==> src/rtl/ex06_pkg.sv <==
// ex06_pkg: shared constants and state encoding for the ex06 sequential divider.
//   DVD_W / DVS_W : default dividend/quotient and divisor/remainder widths
//   ITERS         : one trial subtraction per dividend bit
//   CNT_W         : width of the iteration counter
package ex06_pkg;

  localparam int unsigned DVD_W = 8;
  localparam int unsigned DVS_W = 4;
  localparam int unsigned ITERS = DVD_W;
  localparam int unsigned CNT_W = $clog2(ITERS);

  typedef enum logic {
    IDLE = 1'b0,
    RUN  = 1'b1
  } state_e;

endpackage

==> src/rtl/div_step.sv <==
// div_step: one restoring-division iteration (combinational).
//   pr_i      : partial remainder before this step (DVS_W+1 bits)
//   bit_i     : next dividend bit, MSB first
//   divisor_i : divisor
//   pr_o      : partial remainder after the trial subtraction
//   q_o       : quotient bit produced by this step
module div_step #(
  parameter int unsigned DVS_W = 4
) (
  input  logic [DVS_W:0]   pr_i,
  input  logic             bit_i,
  input  logic [DVS_W-1:0] divisor_i,
  output logic [DVS_W:0]   pr_o,
  output logic             q_o
);

  logic [DVS_W+1:0] trial;
  logic [DVS_W+1:0] dvs_ext;

  always_comb begin
    // Full-width shift so no bit of pr_i is discarded before the compare.
    trial   = {pr_i, bit_i};
    dvs_ext = {2'b00, divisor_i};
    if (trial >= dvs_ext) begin
      pr_o = (DVS_W+1)'(trial - dvs_ext);
      q_o  = 1'b1;
    end else begin
      pr_o = trial[DVS_W:0];
      q_o  = 1'b0;
    end
  end

endmodule

==> src/rtl/ex06_seqdiv.sv <==
// ex06_seqdiv: sequential restoring divider, one trial subtraction per cycle.
//   clk, rst      : clock and synchronous active-high reset
//   start         : request, accepted only while idle and not busy
//   dividend      : numerator, captured on the accepted start
//   divisor       : denominator, captured on the accepted start
//   quotient      : result, held until the next completion
//   remainder     : result, held until the next completion
//   busy          : division in progress
//   done          : one-cycle completion pulse
//   div_by_zero   : last accepted divisor was zero
module ex06_seqdiv
  import ex06_pkg::*;
#(
  parameter int unsigned DVD_W = ex06_pkg::DVD_W,
  parameter int unsigned DVS_W = ex06_pkg::DVS_W
) (
  input  logic             clk,
  input  logic             rst,
  input  logic             start,
  input  logic [DVD_W-1:0] dividend,
  input  logic [DVS_W-1:0] divisor,
  output logic [DVD_W-1:0] quotient,
  output logic [DVS_W-1:0] remainder,
  output logic             busy,
  output logic             done,
  output logic             div_by_zero
);

  localparam int unsigned ITER_W = (DVD_W > 1) ? $clog2(DVD_W) : 1;

  state_e              state_q, state_d;
  logic [ITER_W-1:0]   cnt_q, cnt_d;
  logic [DVD_W-1:0]    dvd_q, dvd_d;
  logic [DVS_W-1:0]    dvs_q, dvs_d;
  logic [DVS_W:0]      pr_q, pr_d;
  logic [DVD_W-1:0]    quo_q, quo_d;
  logic [DVS_W-1:0]    rem_q, rem_d;
  logic                busy_q, busy_d;
  logic                done_q, done_d;
  logic                dbz_q, dbz_d;

  logic [DVS_W:0]      step_pr;
  logic                step_q;

  div_step #(
    .DVS_W(DVS_W)
  ) u_step (
    .pr_i      (pr_q),
    .bit_i     (dvd_q[DVD_W-1]),
    .divisor_i (dvs_q),
    .pr_o      (step_pr),
    .q_o       (step_q)
  );

  always_ff @(posedge clk) begin
    if (rst) begin
      state_q <= IDLE;
      cnt_q   <= '0;
      dvd_q   <= '0;
      dvs_q   <= '0;
      pr_q    <= '0;
      quo_q   <= '0;
      rem_q   <= '0;
      busy_q  <= 1'b0;
      done_q  <= 1'b0;
      dbz_q   <= 1'b0;
    end else begin
      state_q <= state_d;
      cnt_q   <= cnt_d;
      dvd_q   <= dvd_d;
      dvs_q   <= dvs_d;
      pr_q    <= pr_d;
      quo_q   <= quo_d;
      rem_q   <= rem_d;
      busy_q  <= busy_d;
      done_q  <= done_d;
      dbz_q   <= dbz_d;
    end
  end

  always_comb begin
    state_d = state_q;
    cnt_d   = cnt_q;
    dvd_d   = dvd_q;
    dvs_d   = dvs_q;
    pr_d    = pr_q;
    quo_d   = quo_q;
    rem_d   = rem_q;
    busy_d  = busy_q;
    done_d  = 1'b0;
    dbz_d   = dbz_q;

    unique case (state_q)
      IDLE: begin
        if (busy_q) begin
          // Busy while idle only happens the cycle after a zero-divisor start.
          quo_d  = '1;
          rem_d  = '1;
          dbz_d  = 1'b1;
          done_d = 1'b1;
          busy_d = 1'b0;
        end else if (start) begin
          dvd_d  = dividend;
          dvs_d  = divisor;
          pr_d   = '0;
          cnt_d  = '0;
          busy_d = 1'b1;
          if (divisor != '0) begin
            state_d = RUN;
          end
        end
      end

      RUN: begin
        // Dividend bits leave at the MSB while quotient bits enter at the LSB,
        // so after the last step this register holds the quotient.
        dvd_d = {dvd_q[DVD_W-2:0], step_q};
        pr_d  = step_pr;
        cnt_d = cnt_q + 1'b1;
        if (cnt_q == ITER_W'(DVD_W - 1)) begin
          quo_d   = {dvd_q[DVD_W-2:0], step_q};
          rem_d   = step_pr[DVS_W-1:0];
          dbz_d   = 1'b0;
          done_d  = 1'b1;
          busy_d  = 1'b0;
          cnt_d   = '0;
          state_d = IDLE;
        end
      end

      default: state_d = IDLE;
    endcase
  end

  assign quotient    = quo_q;
  assign remainder   = rem_q;
  assign busy        = busy_q;
  assign done        = done_q;
  assign div_by_zero = dbz_q;

endmodule

==> config.mk <==
export PLATFORM = sky130hd
export DESIGN_NAME = ex06_seqdiv
export DESIGN_NICKNAME = d
export VERILOG_FILES = /design/src/rtl/ex06_pkg.sv /design/src/rtl/div_step.sv /design/src/rtl/ex06_seqdiv.sv
export SDC_FILE = /design/constraint.sdc
export NUM_CORES = 1
export LEC_CHECK = 0
export ABC_CLOCK_PERIOD_IN_PS = 1700
export BUFFER_PORTS_ARGS = -buffer_cell sky130_fd_sc_hd__buf_2
export CAP_MARGIN = 20
export CORE_MARGIN = 1
export CORE_UTILIZATION = 40
export CTS_CLUSTER_SIZE = 10
export DETAILED_ROUTE_END_ITERATION = 10
export GPL_ROUTABILITY_DRIVEN = 1
export PLACE_DENSITY_LB_ADDON = 0.08
export SETUP_SLACK_MARGIN = 0.1
export SYNTH_ARGS = -nofsm -noshare
export SYNTH_HDL_FRONTEND = slang
export SYNTH_SLANG_ARGS = --single-unit
==> constraint.sdc <==
create_clock -name clk -period 1.7 [get_ports clk]
set_input_delay 0.17 -clock clk [delete_from_list [all_inputs] [get_ports clk]]
set_output_delay 0.17 -clock clk [all_outputs]
set_load 0.1 [all_outputs]
==> results of run 1 <==
==> final timing paths <==
path / to / slack [ns] / cells past startpoint
min: dvs_q[2]$_SDFFE_PP0P_ / 0.14 / 3
max reg2reg: pr_q[1]$_SDFFE_PP0P_ / -0.04 / 8
min reg2reg: dvs_q[2]$_SDFFE_PP0P_ / 0.49 / 2
max: pr_q[1]$_SDFFE_PP0P_ / -0.04 / 8
==> metrics by stage <==
stage,instances,utilization [%]
floorplan,176,-
global placement,254,47.6
detailed placement,254,47.6
CTS,263,50.5
global route,263,51.1
finish,263,51.1
==> critical path: cells and delay by family (launching register included) <==
family	cells	cell delay [ns]
AO/OA/AOI/OAI	3	0.46
multiplexers	1	0.26
buffers and inverters	2	0.09
flip-flops	1	0.32
adder cells (fa/ha/maj)	2	0.50
==> power by group <==
group | internal, mW | switching, mW | leakage (nW)
clock network | 0.360 | 0.276 | 0.0503
registers | 0.913 | 0.0479 | 0.296
logic | 0.243 | 0.456 | 0.532
==> cell families after synthesis <==
kind of cell,Yosys count
xor+xnor,3
simple gates,64
mux,21
buf+inv,15
flops,36
fa+ha+maj,7
compound gates,30
==> routing by layer <==
layer,global-route usage (%),routed length [um]
met5,0,0
met1,23.4,1720
met2,25.4,1480
met4,7.98,55
met3,4.62,120
==> timing repair <==
action / in CTS / in global routing
setup buffers: 2 / 0
endpoints found under the setup margin: 11 / 11
gates resized for setup: 1 / 5
pin swaps: 4 / 4
hold buffers: 0 / 0
==> final cells by class <==
type / count / area, um^2
fillers: 384 / 1960
inverters: 6 / 22.5
multi-input cells: 125 / 918
repair buffers: 39 / 220
clock buffers: 7 / 96.3
flip-flops and latches: 36 / 724
well taps: 50 / 62.6
==> sequential cells by signal, indices dropped and copies added (netlist names), 3 cells and up <==
| name | flops |
|---|---|
| dvd_q | 8 |
| cnt_q | 3 |
| dvs_q | 4 |
| pr_q | 5 |
| remainder | 4 |
| quotient | 8 |
==> layout by cell type (no fill, tap or decap), drive strengths merged <==
cell type  netlist  layout
a21oi            7       7
a211oi           7       7
inv              6       6
and2             2       2
xor2             2       2
dfxtp           36      36
ha               6       6
nand2b           3       3
fa               1       1
o21a             2       2
mux2             7       7
a32oi            1       1
xnor2            1       1
a211o            1       1
a32o             1       1
clkbuf           3       7
buf              6      39
a21o             1       1
nor2            39      39
nor2b            4       4
a31oi            2       2
nand2            4       4
nor3b            2       2
o21ai            5       5
mux2i           14      14
a22o             1       1
o31ai            1       1
nor3            10      10
o41ai            1       1
==> impl_metrics.json, run 1 <==
{
  "status": "complete, but fails checks",
  "failed_checks": "setup timing",
  "ys_seq_area_share_pct": 43.4,
  "antenna_violation_net_count_after_detailed_routing": 0,
  "grt_setup_unrepaired": "true",
  "synth_top_cells_by_area": "dfxtp_1 (43%), nor2_1 (8.6%), mux2i_1 (8.4%)",
  "initial_detailed_routing_violation_count": 46,
  "design.core.area_um2": 4000,
  "grt_overflow": 0,
  "grt_pass1_vias": 1185,
  "std_cell_rows": 23,
  "worst_hold_path_type": "primary input to register",
  "floorplan.initialDensity_pct": 41.5,
  "combinational_family_with_the_most_area_after_synthesis": "simple AND/OR/NAND/NOR gates",
  "synth_largest_area_cell": "dfxtp_1",
  "synth.area.mux_share_pct": 13.4,
  "critPathLaunchType": "register",
  "critical_path.cell_chain": "inv_2, ha_4, inv_2, fa_2, a211oi_4, o21ai_4, mux2i_2, a211oi_2",
  "cts_sinks": 36,
  "clk_transition_reported_paths_ns": 0.07,
  "synth_adder_area_share_pct": 5.72,
  "synth.top_cell.area_share_pct": 43.4,
  "mappedNetlistArea_um2": 1660,
  "flip_flop_and_latch_count_after_synthesis": 36,
  "dr_total_vias": 1288,
  "place_hpwl_um": 2590,
  "area_growth_pct": 23.0,
  "reg2reg_from": "dvd_q[7]$_SDFFE_PP0P_",
  "grt_pass1_wl_um": 5550,
  "post_drt_via_cell_ratio": 4.90,
  "drc": 0,
  "cts_tree": "done",
  "route.detailed.wl_per_inst_um": 12.8,
  "synth_compound_area_share_pct": 13.7,
  "antenna_found_initial": 0,
  "timing.final.setup_violations": 5,
  "critPathMaxFanout": 5,
  "vdd_ir_drop_max_mv": 0.561,
  "hold-worst-slack_ns": 0.139,
  "fin_worst_skew_ns": 0.00578,
  "drv_cap": 0,
  "grt_start_max_net_pins": 16,
  "clock_path_buffers": 2,
  "synth_simple_gate_area_share_pct": 17.6,
  "final.period_utilization_pct": 102,
  "drt_first_pass_iters": 4,
  "finalWorstSetupSlack_ns": -0.0378,
  "die-height_um": 66.5,
  "synth_edf_count": 0,
  "setup_total_negative_slack_ns": -0.0665,
  "power_per_cell_area_nw_per_um2": 1120,
  "final_layout_size_suffix_gt1_share_pct": 33.8,
  "port-buffer-count": 29,
  "post_synth.cell_area_avg_um2": 9.44,
  "slew_violations": 0,
  "period_minus_slack_ns": 1.74,
  "finalInstanceArea_um2": 2040,
  "post-synth-top-count-cell": "nor2_1",
  "postRouteWirelength_um": 3370,
  "cp_dominant_cell_by_count": "inv_2",
  "clock_insertion_delay_worst_skew_ns": 0.28,
  "last_weighted_congestion_value_of_the_routability_driven_placer": 0.794,
  "worst_path_largest_cell_delay_ns": 0.37,
  "synthXorXnorAreaFrac_pct": 1.58,
  "diodes": 0,
  "die_w_um": 66.5,
  "timing.hold.worst.start": "divisor[2]",
  "place_area_um2": 1910,
  "fp.dieArea_um2": 4420,
  "worstPathRequired_ns": 1.86,
  "tightestPinTransition_ns": 0.474,
  "clk_root_buffer_cell": "clkbuf_8",
  "slowest_stage": "fa_2",
  "detailedPlace.worstSlack_ns": -0.142,
  "crit_path_start": "dvd_q[7]$_SDFFE_PP0P_",
  "leakage_nw": 0.878,
  "totalPowerFinal_mw": 2.30,
  "synth.cells.most_frequent": "nor2_1 (38), dfxtp_1 (36), mux2i_1 (14)",
  "syn_nets": 198,
  "finalNetCount": 235,
  "setup.worst_path.end_class": "register",
  "postSynthCellCount": 176,
  "worst_slew_margin_rel_pct": 68.1,
  "cts-buffers-inserted": 5,
  "cts_htree_levels": 2,
  "synthArstFlopShare_pct": 0,
  "fmax_mhz": 575,
  "synth_cell_types": 39,
  "floorplan.io_pins": 30,
  "synthFlopType": "dfxtp_1",
  "hold_viol": 0,
  "yosys_warnings": 0,
  "total_routing_usage_reported_by_global_routing_pct": 17.3,
  "crit_type": "register to register",
  "arrival_ns": 1.90
}
(Power assumes the default switching activity.)
==> run 2: changes to the inputs <==
- BUFFER_PORTS_ARGS: -buffer_cell sky130_fd_sc_hd__buf_2 -> -buffer_cell sky130_fd_sc_hd__clkbuf_2
==> run 2 against run 1 <==
Compared with the run above:
- the flow still finishes with violations (setup timing)
- die area unchanged
- register-to-register slack lost 0.02 ns
- global-route usage unchanged
- power increased by 1.4%
- critical endpoint is now pr_q[0]$_SDFFE_PP0P_
- highest routed layer unchanged
==> impl_metrics.json, run 2 (synthesis results as in run 1) <==
{
  "status": "complete, but fails checks",
  "failed_checks": "setup timing",
  "cts_htree_levels": 2,
  "layout.filler_cells": 377,
  "slowest_stage": "fa_2",
  "worst_path_largest_cell_delay_ns": 0.37,
  "power_per_cell_area_nw_per_um2": 1110,
  "std_cell_rows": 23,
  "crit_type": "register to register",
  "finalNetCount": 239,
  "grt_pass1_vias": 1208,
  "floorplan.initialDensity_pct": 41.5,
  "cts-buffers-inserted": 5,
  "postRouteWirelength_um": 3540,
  "grt_setup_unrepaired": "true",
  "cts_tree": "done",
  "fin_worst_skew_ns": 0.00573,
  "grt_start_max_net_pins": 15,
  "clk_transition_reported_paths_ns": 0.07,
  "vdd_ir_drop_max_mv": 0.400,
  "worst_hold_path_type": "primary input to register",
  "drt_first_pass_iters": 4,
  "total_routing_usage_reported_by_global_routing_pct": 17.3,
  "antenna_found_initial": 0,
  "clock_insertion_delay_worst_skew_ns": 0.28,
  "port-buffer-count": 29,
  "critPathMaxFanout": 5,
  "grt_overflow": 0,
  "drc": 0,
  "drv_cap": 0,
  "area_growth_pct": 25.8,
  "final_layout_size_suffix_gt1_share_pct": 35.3,
  "timing.final.setup_violations": 7,
  "cp_dominant_cell_by_count": "inv_2",
  "diodes": 0,
  "hold_viol": 0,
  "finalWorstSetupSlack_ns": -0.0560,
  "leakage_nw": 0.883,
  "setup_total_negative_slack_ns": -0.271,
  "final.period_utilization_pct": 103,
  "totalPowerFinal_mw": 2.33,
  "arrival_ns": 1.93,
  "initial_detailed_routing_violation_count": 83,
  "fmax_mhz": 569,
  "fp.dieArea_um2": 4420,
  "critPathLaunchType": "register",
  "tightestPinTransition_ns": 0.540,
  "clock_path_buffers": 2,
  "hold-worst-slack_ns": 0.148,
  "last_weighted_congestion_value_of_the_routability_driven_placer": 0.766,
  "route.detailed.wl_per_inst_um": 13.2,
  "clk_root_buffer_cell": "clkbuf_8",
  "design.core.area_um2": 4000,
  "antenna_violation_net_count_after_detailed_routing": 0,
  "layout_common_cells": "nor2_1 (38), dfxtp_1 (33), clkbuf_2 (29)",
  "period_minus_slack_ns": 1.76,
  "post_drt_via_cell_ratio": 5.01,
  "die_w_um": 66.5,
  "grt_pass1_wl_um": 5650,
  "most_common_cell_after_layout_fill_and_taps_aside": "nor2_1",
  "worstPathRequired_ns": 1.88,
  "setup.worst_path.end_class": "register",
  "cts_sinks": 36,
  "floorplan.io_pins": 30,
  "critical_path.cell_chain": "inv_2, ha_4, inv_2, fa_2, a211oi_4, o21ai_4, mux2i_2, a22o_1",
  "slew_violations": 0,
  "die-height_um": 66.5,
  "place_hpwl_um": 2620,
  "dr_total_vias": 1342,
  "worst_slew_margin_rel_pct": 64.1,
  "number_of_hold_buffers_added_after_cts": 0
}
[run 2: repair_timing]
action | CTS | global route
endpoints found under the setup margin | 11 | 11
gates resized for setup | 1 | 9
buffers inserted | 2 | 4
pin swaps | 4 | 4
[run 2: critical path, delay by kind of cell (launching register included)]
| family | cells | cell delay [ns] |
|---|---|---|
| AO/OA/AOI/OAI | 3 | 0.55 |
| multiplexers | 1 | 0.19 |
| buffers and inverters | 2 | 0.09 |
| flip-flops | 1 | 0.32 |
| adder cells (fa/ha/maj) | 2 | 0.50 |
[run 2: power by group]
part	leakage (nW)	internal [mW]	switching (mW)
registers	0.296	0.913	0.0530
clock network	0.0455	0.330	0.278
logic	0.542	0.282	0.473
[run 2: worst paths after layout]
check	start	end	slack [ns]	depth (start not counted)
setup reg to reg	dvd_q[7]$_SDFFE_PP0P_	pr_q[0]$_SDFFE_PP0P_	-0.06	8
hold reg to reg	quotient[7]$_SDFFE_PP0P_	quotient[7]$_SDFFE_PP0P_	0.50	2
hold / removal	divisor[2]	dvs_q[2]$_SDFFE_PP0P_	0.15	3
setup / recovery	dvd_q[7]$_SDFFE_PP0P_	pr_q[0]$_SDFFE_PP0P_	-0.06	8
[run 2: per-layer routing]
layer / track usage (%) / up-vias / wire (um)
met5: 0 / - / 0
met4: 7.71 / 0 / 59
met3: 4.28 / 7 / 210
met2: 25.0 / 35 / 1580
met1: 24.0 / 616 / 1700
li1: - / 684 / -
[run 2: metrics by stage]
step           cells  worst slack, ns  utilization [%]  cell area [um^2]
4_1_cts          264          -0.0434             50.4              2010
3_3_place_gp     254          -0.0855             47.6              1910
5_1_grt          268           -0.141             52.2              2090
6_report         268          -0.0560             52.2              2090
2_1_floorplan    176          -0.0360                -              1690
3_5_place_dp     254           -0.156             47.6              1910
[run 2: layout make-up]
class | count | area, um^2 | area share (%)
clock buffers | 8 | 90.1 | 4.31
inverters | 6 | 22.5 | 1.08
multi-input cells | 125 | 932 | 44.6
flip-flops and latches | 36 | 724 | 34.7
well taps | 50 | 62.6 | 2.99
repair buffers | 43 | 258 | 12.3
